## src/rtl/pipelined_chunk_adder_pkg.sv

```systemverilog
// Shared constants, stage control record and slice helper for pipelined_chunk_adder.
// Subtract support is enabled by defining PIPELINED_CHUNK_ADDER_SUB_EN.
package pipelined_chunk_adder_pkg;

    localparam int DEFAULT_WIDTH = 16;
    localparam int DEFAULT_CHUNK = 4;

    // Per-stage control bits; the result and operand vectors are sized by the user of the record.
    typedef struct packed {
        logic valid;
        logic carry;
        logic op_sub;
    } stage_ctl_t;

    function automatic int chunk_base(input int idx, input int chunk);
        return idx * chunk;
    endfunction

endpackage

```

## src/rtl/pipelined_chunk_adder_stage.sv

```systemverilog
// One registered pipeline stage: adds chunk IDX of the operands plus the incoming carry
// and forwards the partial result and operands to the next stage.
module chunk_add_stage
    import pipelined_chunk_adder_pkg::*;
#(
    parameter int WIDTH = DEFAULT_WIDTH,
    parameter int CHUNK = DEFAULT_CHUNK,
    parameter int IDX   = 0
) (
    input  logic             clk,
    input  logic             rst_n,
    input  logic             up_valid,
    input  logic             up_carry,
    input  logic             up_op_sub,
    input  logic [WIDTH-1:0] up_res,
    input  logic [WIDTH-1:0] up_a,
    input  logic [WIDTH-1:0] up_b,
    input  logic             down_ready,
    output logic             ready,
    output logic             valid,
    output logic             carry,
    output logic             op_sub,
    output logic [WIDTH-1:0] res,
    output logic [WIDTH-1:0] a_rem,
    output logic [WIDTH-1:0] b_rem
);

    localparam int BASE = chunk_base(IDX, CHUNK);

    stage_ctl_t       ctl_q;
    logic [CHUNK-1:0] b_chunk;
    logic [CHUNK:0]   chunk_sum;
    logic [WIDTH-1:0] res_next;

    always_comb begin
        b_chunk   = up_op_sub ? ~up_b[BASE +: CHUNK] : up_b[BASE +: CHUNK];
        chunk_sum = {1'b0, up_a[BASE +: CHUNK]} + {1'b0, b_chunk} + {{CHUNK{1'b0}}, up_carry};
        res_next  = up_res;
        res_next[BASE +: CHUNK] = chunk_sum[CHUNK-1:0];
    end

    assign ready = !ctl_q.valid || down_ready;

    always_ff @(posedge clk) begin
        if (!rst_n) begin
            ctl_q <= '0;
            res   <= '0;
            a_rem <= '0;
            b_rem <= '0;
        end else if (ready) begin
            ctl_q.valid <= up_valid;
            // Data only moves with a real operation so a bubble never disturbs held state.
            if (up_valid) begin
                ctl_q.carry  <= chunk_sum[CHUNK];
                ctl_q.op_sub <= up_op_sub;
                res          <= res_next;
                a_rem        <= up_a;
                b_rem        <= up_b;
            end
        end
    end

    assign valid  = ctl_q.valid;
    assign carry  = ctl_q.carry;
    assign op_sub = ctl_q.op_sub;

endmodule

```

## src/rtl/pipelined_chunk_adder.sv

```systemverilog
// Pipelined WIDTH-bit adder, CHUNK bits per stage with a registered carry chain.
// Define PIPELINED_CHUNK_ADDER_SUB_EN to add the op_sub port (a - b as a + ~b + 1).
module pipelined_chunk_adder
    import pipelined_chunk_adder_pkg::*;
#(
    parameter int WIDTH = DEFAULT_WIDTH,
    parameter int CHUNK = DEFAULT_CHUNK
) (
    input  logic             clk,
    input  logic             rst_n,
    input  logic             in_valid,
    output logic             in_ready,
    input  logic [WIDTH-1:0] a,
    input  logic [WIDTH-1:0] b,
`ifdef PIPELINED_CHUNK_ADDER_SUB_EN
    input  logic             op_sub,
`endif
    output logic             out_valid,
    input  logic             out_ready,
    output logic [WIDTH:0]   sum
);

    localparam int STAGES = WIDTH / CHUNK;

    // Handshake: a transfer happens on an edge where valid && ready. Stage k is ready when it is
    // empty or stage k+1 is ready, so in_ready is combinational from out_ready through every stage.
    logic first_op_sub;
`ifdef PIPELINED_CHUNK_ADDER_SUB_EN
    assign first_op_sub = op_sub;
`else
    assign first_op_sub = 1'b0;
`endif

    logic [STAGES-1:0] st_valid, st_carry, st_op_sub, stage_ready, down_ready;
    logic [STAGES-1:0] up_valid, up_carry, up_op_sub;
    logic [WIDTH-1:0]  st_res [STAGES];
    logic [WIDTH-1:0]  st_a   [STAGES];
    logic [WIDTH-1:0]  st_b   [STAGES];
    logic [WIDTH-1:0]  up_res [STAGES];
    logic [WIDTH-1:0]  up_a   [STAGES];
    logic [WIDTH-1:0]  up_b   [STAGES];

    // Unrolled ready chain: stage k may advance when out_ready is high or any later stage is empty.
    always_comb begin
        down_ready = '0;
        for (int k = 0; k < STAGES; k++) begin
            down_ready[k] = out_ready;
            for (int j = k + 1; j < STAGES; j++) begin
                if (!st_valid[j]) down_ready[k] = 1'b1;
            end
        end
    end

    for (genvar k = 0; k < STAGES; k++) begin : g_stage
        if (k == 0) begin : g_head
            assign up_valid[0]  = in_valid;
            assign up_carry[0]  = first_op_sub;
            assign up_op_sub[0] = first_op_sub;
            assign up_res[0]    = '0;
            assign up_a[0]      = a;
            assign up_b[0]      = b;
        end else begin : g_link
            assign up_valid[k]  = st_valid[k-1];
            assign up_carry[k]  = st_carry[k-1];
            assign up_op_sub[k] = st_op_sub[k-1];
            assign up_res[k]    = st_res[k-1];
            assign up_a[k]      = st_a[k-1];
            assign up_b[k]      = st_b[k-1];
        end

        chunk_add_stage #(
            .WIDTH (WIDTH),
            .CHUNK (CHUNK),
            .IDX   (k)
        ) u_stage (
            .clk        (clk),
            .rst_n      (rst_n),
            .up_valid   (up_valid[k]),
            .up_carry   (up_carry[k]),
            .up_op_sub  (up_op_sub[k]),
            .up_res     (up_res[k]),
            .up_a       (up_a[k]),
            .up_b       (up_b[k]),
            .down_ready (down_ready[k]),
            .ready      (stage_ready[k]),
            .valid      (st_valid[k]),
            .carry      (st_carry[k]),
            .op_sub     (st_op_sub[k]),
            .res        (st_res[k]),
            .a_rem      (st_a[k]),
            .b_rem      (st_b[k])
        );
    end

    assign in_ready  = stage_ready[0];
    assign out_valid = st_valid[STAGES-1];
    assign sum       = {st_carry[STAGES-1], st_res[STAGES-1]};

    // Operands and op_sub are fully consumed by the last stage.
    logic unused_tail;
    assign unused_tail = ^{st_op_sub[STAGES-1], st_a[STAGES-1], st_b[STAGES-1], stage_ready};

endmodule
```

## config.mk

```make
export PLATFORM = sky130hd
export DESIGN_NAME = pipelined_chunk_adder
export DESIGN_NICKNAME = d
export VERILOG_FILES = /design/src/rtl/pipelined_chunk_adder_pkg.sv /design/src/rtl/pipelined_chunk_adder_stage.sv /design/src/rtl/pipelined_chunk_adder.sv
export SDC_FILE = /design/constraint.sdc
export NUM_CORES = 1
export LEC_CHECK = 0
export CAP_MARGIN = 20
export CORE_MARGIN = 1
export CORE_UTILIZATION = 50
export CTS_BUF_LIST = sky130_fd_sc_hd__clkbuf_8
export DETAILED_ROUTE_END_ITERATION = 8
export PLACE_DENSITY = 0.8
export SKIP_LAST_GASP = 1
export SLEW_MARGIN = 20
export SYNTH_ARGS = -nofsm -noshare
export SYNTH_HDL_FRONTEND = slang
export SYNTH_HIERARCHICAL = 1
export SYNTH_SLANG_ARGS = --single-unit
```

## constraint.sdc

```tcl
create_clock -name clk -period 4.85 [get_ports clk]
set_input_delay 0.97 -clock clk [delete_from_list [all_inputs] [get_ports clk]]
set_output_delay 0.97 -clock clk [all_outputs]
set_load 0.01 [all_outputs]
```

Word level (Yosys, flattened, before mapping). Cells that the tools add are included. Widths: inputs -> output; s select.

Word-level logic and storage cells: 43. Input bits: 36. Output and inout port bits: 19. Bits in registers: 144.

$add $sub $neg: 7. Mux-type cells: 6. Reduce and logical (&&, ||, !) cells: 12.

Operator list (count): $add 4x4->5 (4); $add 5x1->5 (3); $reduce_and 2->1 (4); $mux 1 (6); $logic_not 1->1 (4); $logic_or 1x1->1 (4).

Depth between registers and ports, before layout. Gate-level depths: netlist of run 1.

Word-level depth: 5. Mapped depth: 8. Gate-level depth less buffers: 7.

Hierarchy. Netlist of run 1, hierarchy kept.

Modules (own cells, without submodules): chunk_add_stage (seq. area each 1021.0 sq um, area each 2144.6 sq um, times used 4, cells an instance 251); pipelined_chunk_adder (seq. area each 0.0 sq um, area each 33.8 sq um, times used 1, cells an instance 5).

Worst setup path after synthesis of run 1. No wires, ideal clock.

Kind: input-to-output. From: input out_ready. To: output in_ready. Arrival time: 1.585 ns. Setup slack: 2.295 ns. Stages on the path: 4. Buffers on the path: 1. Data required time: 3.880 ns. Cells stage by stage: nand4b_1 nor2b_4 inv_2 buf_2.

Longest elaborated chain between the ends: 4.

Ends and longest elaborated chain: start: declaration (RTL line pipelined_chunk_adder.sv:19) `input logic out_ready,`; $mux 1 (3 in series) (RTL line pipelined_chunk_adder.sv:49) `if (!st_valid[j]) down_ready[k] = 1'b1;`; $logic_or 1x1->1 (RTL line pipelined_chunk_adder_stage.sv:42) `assign ready = !ctl_q.valid || down_ready;`; end: declaration (RTL line pipelined_chunk_adder.sv:12) `output logic in_ready,`.

No other way between the ends.

Final worst setup path of run 1.
From: input out_ready. To: output in_ready.

Longest elaborated chain between the ends: 4.

Ends and longest elaborated chain: $mux 1 (3 in series) (RTL line pipelined_chunk_adder.sv:49); named net down_ready[0] (RTL line pipelined_chunk_adder.sv:34) `logic [STAGES-1:0] st_valid, st_carry, st_op_sub, stage_ready, down_ready;`; $logic_or 1x1->1 (RTL line pipelined_chunk_adder_stage.sv:42).

The timed path passes the listed nets, and every way through them passes these cells.

==> impl_metrics.env, run 1 <==
export IMPL_clock_sinks=99
export IMPL_routed_wl_mm=9.645
export IMPL_path_clk_slew_ns=0.08
export IMPL_vias=3805
export IMPL_initial_core_util_pct=52.09
export IMPL_finalCritPeriodShare_pct=78.74
export IMPL_syn_to_final_growth_pct=7.374
export IMPL_dp_hpwl_mm=6.858
export IMPL_power_density_nw_per_um2=296.5
export IMPL_path_common_cell="clkdlybuf4s50_1"
export IMPL_die_w_um=100.3
export IMPL_status="finished clean"
export IMPL_postCtsSetupRepairBufs=0
export IMPL_r2r_end="g_stage[1].u_stage/carry$_SDFFE_PN0P_"
export IMPL_first_pass_iters=4
export IMPL_worstSetupStartpointType="primary input"
export IMPL_leakage_nw=1.870
export IMPL_synthCells=568
export IMPL_rows=35
export IMPL_rr_worst_depth=5
export IMPL_met2_usage_pct=34.04
export IMPL_drt_vias_per_instance=5.579
export IMPL_maxCapViolations=0
export IMPL_antenna_found_initial=0
export IMPL_critPathKind="primary input to output port"
export IMPL_hold_class="flip-flop to flip-flop"
export IMPL_worst_pin_slew_ns=0.8861
export IMPL_grt_max_degree=33
export IMPL_numPortBuffers=54
export IMPL_grt_overflow=0
export IMPL_placed_cell_area_um2=4999
export IMPL_crit_fanout=32
export IMPL_met3_usage_pct=3.621
export IMPL_grtUsageMet1_pct=27.23
export IMPL_clk_path_buf_depth=2
export IMPL_crit_arrival_ns=2.85
export IMPL_cp_endpoint="in_ready"
export IMPL_final_cell_area_um2=5192
export IMPL_final_cells=682
export IMPL_drt_iter0_markers=209
export IMPL_finalCriticalPeriod_ns=3.819
export IMPL_critical_path_required_ns=3.88
export IMPL_yosys_warnings=6
export IMPL_top_usage_layer="met2"
export IMPL_grtUsageTotal_pct=20.45
export IMPL_placed_cells=667
export IMPL_layout_drive_gt1_share_pct=5.063
export IMPL_r2r_slack_ns=2.59
export IMPL_postCtsResizedCells=0
export IMPL_hold_worst_slack_ns=0.4735
export IMPL_crit_chain="clkdlybuf4s50_1 > nand4b_1 > nor2b_4 > inv_2 > clkdlybuf4s50_1"
export IMPL_antennaDiodeCount=0
export IMPL_coreArea_um2=9284
export IMPL_slew_headroom_pct=40.84
export IMPL_avgSynthCellArea_um2=8.514
export IMPL_critPathCaptureType="output port"
export IMPL_cts_tree="yes"
export IMPL_tns_ns=0
export IMPL_die_y_um=100.3
export IMPL_route_antenna_remaining_nets=0
export IMPL_dieArea_um2=10070
export IMPL_wl_per_cell_um=14.14
export IMPL_hold_violations=0
export IMPL_worstSkewPairLatency_ns=0.36
export IMPL_fin_skew_ns=0.005734
export IMPL_fmax_ghz=0.2619
export IMPL_grt_pass1_wl_mm=16.75
export IMPL_timing_rr_start="g_stage[2].u_stage/valid$_SDFFE_PN0N_"
export IMPL_route_detailed_drc=0
export IMPL_ioPinCount=55
export IMPL_cts_buffers=9
export IMPL_slowest_delay_ns=0.63
export IMPL_place_congestion=0.8059
export IMPL_setup_viol=0
export IMPL_critPathSlowestCell="clkdlybuf4s50_1"
export IMPL_rsz0062_at_grt="no"
export IMPL_cp_startpoint="out_ready"
export IMPL_h_tree_depth=3
export IMPL_nets=605
export IMPL_cts_hold_buffers=0
export IMPL_peakVddDrop_v=0.0001548
export IMPL_cts_root_buffer="clkbuf_8"
export IMPL_netlist_area_um2=4836
export IMPL_slew_violations=0
export IMPL_grt_pass1_vias=3586
==> critical path, delay by kind of cell <==
kind / cells / cell delay (ns)
simple gates: 2 / 0.30
buf+inv: 3 / 1.56
==> how the worst min path moves through the flow <==
stage | from | endpoint | slack [ns] | cells after the start
global route | g_stage[3].u_stage/res[3]$_SDFFE_PN0P_ | g_stage[3].u_stage/res[3]$_SDFFE_PN0P_ | 0.50 | 2
floorplan | g_stage[1].u_stage/res[3]$_SDFFE_PN0P_ | g_stage[2].u_stage/res[3]$_SDFFE_PN0P_ | 0.44 | 2
detailed placement | g_stage[2].u_stage/res[3]$_SDFFE_PN0P_ | g_stage[3].u_stage/res[3]$_SDFFE_PN0P_ | 0.46 | 2
global placement | g_stage[2].u_stage/res[3]$_SDFFE_PN0P_ | g_stage[3].u_stage/res[3]$_SDFFE_PN0P_ | 0.46 | 2
CTS | g_stage[2].u_stage/res[3]$_SDFFE_PN0P_ | g_stage[3].u_stage/res[3]$_SDFFE_PN0P_ | 0.47 | 2
finish | g_stage[2].u_stage/res[3]$_SDFFE_PN0P_ | g_stage[3].u_stage/res[3]$_SDFFE_PN0P_ | 0.47 | 2
==> sequential cells by signal, indices dropped and copies added, names as in the netlist <==
name                    count
g_stage.u_stage/a_rem      24
g_stage.u_stage/b_rem      24
g_stage.u_stage/carry       4
g_stage.u_stage/op_sub      3
g_stage.u_stage/res        40
g_stage.u_stage/valid       4
==> stage by stage <==
stage / power, mW / worst slack [ns] / util (%)
floorplan: 0.9904 / 2.313 / -
global placement: 1.029 / 1.090 / 53.84
detailed placement: 1.038 / 1.069 / 53.84
CTS: 1.548 / 1.036 / 55.93
global route: 1.598 / 0.9649 / 55.93
finish: 1.540 / 1.031 / 55.93
==> report_power, final <==
| part | total [mW] | internal [mW] | switching [mW] |
|---|---|---|---|
| clock network | 0.520 | 0.260 | 0.260 |
| registers | 0.863 | 0.841 | 0.0223 |
| logic | 0.157 | 0.0745 | 0.0826 |
==> cell type report <==
class	count	area, µm²
Clock buffer	11	151.4
Clock inverter	4	42.54
Fill cell	872	4091
Inverter	24	90.09
Multi-Input combinational cell	358	2202
Sequential cell	99	1982
Tap cell	129	161.4
Timing Repair Buffer	57	563.0
==> layer usage <==
layer,up-vias,share of wire (%)
met3,8,5.0
li1,1915,-
met5,-,0
met1,1761,47
met4,0,0.98
met2,121,47
==> cells in the final DEF (no fill, tap or decap), types with 5 or more instances in the layout <==
master,n
a21oi_1,103
dfxtp_1,99
nand3_1,79
clkdlybuf4s50_1,54
o21ai_0,51
o21ai_1,28
inv_1,18
xor2_1,12
a211oi_1,12
ha_1,12
clkbuf_8,11
xnor2_1,8
inv_2,8
nand2_1,8
fa_1,8
nand2b_1,5
nand3b_1,5
No activity file was read; power rests on OpenSTA's default activity.
==> inputs of run 2 (changes only) <==
==> constraint.sdc (replaced) <==
create_clock -name clk -period 3.9 [get_ports clk]
set_input_delay 0.78 -clock clk [delete_from_list [all_inputs] [get_ports clk]]
set_output_delay 0.78 -clock clk [all_outputs]
set_load 0.01 [all_outputs]
==> impl_metrics.env, run 2 (synthesis gave the netlist of run 1 again) <==
export IMPL_initial_core_util_pct=52.09
export IMPL_critPathKind="primary input to output port"
export IMPL_finalCriticalPeriod_ns=3.441
export IMPL_final_common_cell="a21oi_1"
export IMPL_vias=3816
export IMPL_final_cell_area_um2=5270
export IMPL_grt_max_degree=33
export IMPL_finalCritPeriodShare_pct=88.23
export IMPL_fmax_ghz=0.2906
export IMPL_cts_hold_buffers=0
export IMPL_slew_headroom_pct=37.94
export IMPL_rows=35
export IMPL_hold_worst_slack_ns=0.4741
export IMPL_antennaDiodeCount=0
export IMPL_crit_fanout=32
export IMPL_numPortBuffers=54
export IMPL_nFillCells=855
export IMPL_grtUsageTotal_pct=20.43
export IMPL_setup_viol=0
export IMPL_dieArea_um2=10070
export IMPL_mostFrequentLayoutCells="103 x a21oi_1, 99 x dfxtp_1, 79 x nand3_1"
export IMPL_hold_class="flip-flop to flip-flop"
export IMPL_syn_to_final_growth_pct=8.978
export IMPL_die_w_um=100.3
export IMPL_clock_sinks=99
export IMPL_worstSetupStartpointType="primary input"
export IMPL_leakage_nw=1.900
export IMPL_die_y_um=100.3
export IMPL_peakVddDrop_v=0.0002373
export IMPL_ioPinCount=55
export IMPL_dp_slack_ns=0.4779
export IMPL_wl_per_cell_um=13.97
export IMPL_dp_hpwl_mm=6.716
export IMPL_status="finished clean"
export IMPL_cts_tree="yes"
export IMPL_clk_path_buf_depth=2
export IMPL_power_density_nw_per_um2=390.0
export IMPL_fin_skew_ns=0.005964
export IMPL_antenna_found_initial=0
export IMPL_layout_drive_gt1_share_pct=5.935
export IMPL_critPathCaptureType="output port"
export IMPL_cts_root_buffer="clkbuf_8"
export IMPL_regMostFlops="g_stage.u_stage/res"
export IMPL_critical_path_required_ns=3.12
export IMPL_cts_buffers=9
export IMPL_largest_reg_flops=40
export IMPL_grt_pass1_wl_mm=16.62
export IMPL_worstSkewPairLatency_ns=0.36
export IMPL_route_antenna_remaining_nets=0
export IMPL_coreArea_um2=9284
export IMPL_timing_final_ws_setup_ns=0.4591
export IMPL_largestRegisters="g_stage.u_stage/res (40), g_stage.u_stage/a_rem (24), g_stage.u_stage/b_rem (24)"
export IMPL_postCtsResizedCells=0
export IMPL_path_clk_slew_ns=0.08
export IMPL_first_pass_iters=4
export IMPL_placed_cell_area_um2=5021
export IMPL_hold_violations=0
export IMPL_crit_arrival_ns=2.66
export IMPL_postCtsSetupRepairBufs=0
export IMPL_maxCapViolations=0
export IMPL_drt_iter0_markers=155
export IMPL_place_congestion=0.7690
export IMPL_rsz0062_at_grt="no"
export IMPL_drt_vias_per_instance=5.571
export IMPL_routed_wl_mm=9.568
export IMPL_nets=608
export IMPL_tns_ns=0
export IMPL_route_detailed_drc=0
export IMPL_worst_pin_slew_ns=0.9298
export IMPL_grt_overflow=0
export IMPL_slew_violations=0
export IMPL_grt_pass1_vias=3586
export IMPL_h_tree_depth=3
## run 2: cell count changes in the layout (fill, tap and decap cells not counted), sizes merged
| cell | previous run | this run |
|---|---|---|
| buf | 3 | 6 |
| clkinv | 1 | 0 |
| clkinvlp | 0 | 1 |
| bufinv | 1 | 3 |
| inv | 26 | 24 |
## run 2: layout make-up
class / count / area, µm² / share of cell area [%]
multi-input cells: 358 / 2202 / 41.79
flip-flops and latches: 99 / 1982 / 37.61
repair buffers: 60 / 585.6 / 11.11
well taps: 129 / 161.4 / 3.063
clock buffers: 11 / 151.4 / 2.873
clock inverters: 4 / 97.59 / 1.852
inverters: 24 / 90.09 / 1.709
## run 2: worst paths after layout
check                                               from                                      to  slack [ns]  depth (start not counted)
hold reg to reg   g_stage[2].u_stage/res[3]$_SDFFE_PN0P_  g_stage[3].u_stage/res[3]$_SDFFE_PN0P_        0.47                          2
setup reg to reg  g_stage[1].u_stage/op_sub$_SDFFE_PN0P_   g_stage[2].u_stage/carry$_SDFFE_PN0P_        1.92                          7
hold / removal    g_stage[2].u_stage/res[3]$_SDFFE_PN0P_  g_stage[3].u_stage/res[3]$_SDFFE_PN0P_        0.47                          2
setup / recovery                               out_ready                                in_ready        0.46                          5
## run 2: power breakdown
group          internal, mW  total (mW)  switching (mW)
Clock                 0.457       0.786           0.328
Combinational        0.0941       0.202           0.108
Sequential             1.05        1.07          0.0219
## run 2: stage by stage
step                      util (%)  instances  power (mW)
after global placement       54.08        670       1.282
after global routing         56.77        685       2.128
after CTS                    56.77        685       2.064
after floorplan                  -        569       1.232
after detailed placement     54.08        670       1.290
final                        56.77        685       2.055
## run 2: critical path, cell delays in order
cell and delay [ns]:
clkdlybuf4s50_1 0.57, nand4b_1 0.23, nor2b_4 0.06, inv_2 0.37, clkdlybuf4s50_1 0.64
## run 2: layer usage
metal  wire (µm)  track usage (%)  vias to the layer above
li1            -                -                     1908
met2        4464            33.98                      137
met4         109            6.355                        0
met1        4414            26.73                     1759
met3         579            4.109                       12
met5           0                0                        -
==> inputs of run 3 (changes only) <==
--- a/config.mk
+++ b/config.mk
@@ -7,10 +7,10 @@
 export LEC_CHECK = 0
 export CAP_MARGIN = 20
 export CORE_MARGIN = 1
-export CORE_UTILIZATION = 50
+export CORE_UTILIZATION = 59
 export CTS_BUF_LIST = sky130_fd_sc_hd__clkbuf_8
 export DETAILED_ROUTE_END_ITERATION = 8
-export PLACE_DENSITY = 0.8
+export PLACE_DENSITY = 0.9
 export SKIP_LAST_GASP = 1
 export SLEW_MARGIN = 20
 export SYNTH_ARGS = -nofsm -noshare
==> impl_metrics.env, run 3 (synthesis gave the netlist of run 1 again) <==
export IMPL_dieArea_um2=8563
export IMPL_peakVddDrop_v=0.0002954
export IMPL_critPathSlowestCell="clkdlybuf4s50_1"
export IMPL_crit_arrival_ns=2.65
export IMPL_worstSetupStartpointType="primary input"
export IMPL_antennaDiodeCount=0
export IMPL_critPathCaptureType="output port"
export IMPL_rsz0062_at_grt="no"
export IMPL_wl_met2_mm=4.915
export IMPL_grt_overflow=0
export IMPL_vias=3846
export IMPL_hold_violations=0
export IMPL_power_density_nw_per_um2=382.9
export IMPL_path_clk_slew_ns=0.09
export IMPL_dp_hpwl_mm=6.769
export IMPL_drt_iter0_markers=206
export IMPL_clock_sinks=99
export IMPL_regMostFlops="g_stage.u_stage/res"
export IMPL_postCtsSetupRepairBufs=0
export IMPL_critPathKind="primary input to output port"
export IMPL_ioPinCount=55
export IMPL_slowest_delay_ns=0.63
export IMPL_finalCritPeriodShare_pct=87.96
export IMPL_wl_met3_um=553
export IMPL_path_common_cell="clkdlybuf4s50_1"
export IMPL_top_layer_used="met4"
export IMPL_cts_buffers=9
export IMPL_fin_skew_ns=0.009137
export IMPL_leakage_nw=1.882
export IMPL_wl_per_cell_um=14.62
export IMPL_coreArea_um2=7807
export IMPL_cts_tree="yes"
export IMPL_rr_worst_depth=6
export IMPL_mostFrequentLayoutCells="103 x a21oi_1, 99 x dfxtp_1, 79 x nand3_1"
export IMPL_largestRegisters="g_stage.u_stage/res (40), g_stage.u_stage/a_rem (24), g_stage.u_stage/b_rem (24)"
export IMPL_hold_class="flip-flop to flip-flop"
export IMPL_initial_core_util_pct=61.94
export IMPL_finalCriticalPeriod_ns=3.431
export IMPL_cts_root_buffer="clkbuf_8"
export IMPL_antenna_found_initial=0
export IMPL_rows=32
export IMPL_cts_hold_buffers=0
export IMPL_numPortBuffers=54
export IMPL_route_antenna_remaining_nets=0
export IMPL_final_cells=658
export IMPL_setup_viol=0
export IMPL_clk_path_buf_depth=2
export IMPL_route_detailed_drc=0
export IMPL_first_pass_iters=5
export IMPL_crit_fanout=32
export IMPL_die_y_um=92.54
export IMPL_maxCapViolations=0
export IMPL_die_w_um=92.54
export IMPL_critical_path_required_ns=3.12
export IMPL_grt_pass1_wl_mm=16.22
export IMPL_placed_cells=642
export IMPL_whs_path_depth=2
export IMPL_largest_reg_flops=40
export IMPL_h_tree_depth=3
export IMPL_status="finished clean"
export IMPL_slew_headroom_pct=42.22
export IMPL_syn_to_final_growth_pct=7.658
export IMPL_drt_vias_per_instance=5.845
export IMPL_wirelength_met1_mm=4.067
export IMPL_grtUsageTotal_pct=23.62
export IMPL_fmax_ghz=0.2915
export IMPL_grt_max_degree=33
export IMPL_layout_drive_gt1_share_pct=5.935
export IMPL_crit_chain="clkdlybuf4s50_1 > nand4b_1 > nor2b_4 > inv_2 > clkdlybuf4s50_1"
export IMPL_tns_ns=0
export IMPL_worstSkewPairLatency_ns=0.36
export IMPL_worst_pin_slew_ns=0.8657
export IMPL_routed_wl_mm=9.617
export IMPL_slew_violations=0
export IMPL_grt_pass1_vias=3583
export IMPL_postCtsResizedCells=0
export IMPL_place_congestion=0.8310
export IMPL_final_common_cell="a21oi_1"
export IMPL_nets=607
## run 3: changes by cell type in the layout (fill, tap and decap cells not counted)
| cell | previous run | this run |
|---|---|---|
| buf_4 | 6 | 5 |
| bufinv_16 | 3 | 2 |
| clkbuf_8 | 11 | 10 |
| clkinv_2 | 0 | 1 |
| clkinv_4 | 0 | 1 |
| clkinvlp_4 | 1 | 2 |
## run 3: per-stage QoR
step | util, % | instance area, µm² | worst slack (ns) | total power [mW] | hold slack, ns
after floorplan | - | 4840 | 1.743 | 1.232 | 0.4403
after global placement | 63.78 | 4980 | 0.5280 | 1.279 | 0.4624
after detailed placement | 63.78 | 4980 | 0.4994 | 1.290 | 0.4655
after CTS | 66.68 | 5206 | 0.4778 | 2.001 | 0.4751
after global routing | 66.68 | 5206 | 0.3948 | 2.072 | 0.4899
final | 66.68 | 5206 | 0.4694 | 1.993 | 0.4788
## run 3: per-layer routing
metal	track usage, %	up-vias
met1	28.39	1802
met3	6.076	9
met2	41.85	128
met5	0	-
met4	5.859	0
li1	-	1907
## run 3: path summary, 6_finish.rpt
path,startpoint,end,slack [ns]
worst max-delay path,out_ready,in_ready,0.47
worst min-delay path,g_stage[1].u_stage/res[3]$_SDFFE_PN0P_,g_stage[2].u_stage/res[3]$_SDFFE_PN0P_,0.48
worst max register to register,g_stage[2].u_stage/valid$_SDFFE_PN0N_,g_stage[1].u_stage/res[4]$_SDFFE_PN0P_,1.92
worst min register to register,g_stage[1].u_stage/res[3]$_SDFFE_PN0P_,g_stage[2].u_stage/res[3]$_SDFFE_PN0P_,0.48
## run 3: report_power, final
group	internal [mW]	leakage, nW	total [mW]	switching, mW
Sequential	1.05	0.806	1.07	0.0221
Combinational	0.0936	0.967	0.203	0.109
Clock	0.378	0.108	0.723	0.344
Total	1.52	1.88	1.99	0.476
## run 3: worst max-delay path: cells and delay by family
kind                   cells  cell delay [ns]
buffers and inverters      3             1.57
AND/OR/NAND/NOR            2             0.28
## run 3: cell type report
class,instances,area (µm²)
clock buffers,10,137.6
clock inverters,6,88.84
fillers,634,2601
inverters,24,90.09
multi-input cells,358,2202
flip-flops and latches,99,1982
well taps,102,127.6
repair buffers,59,578.1
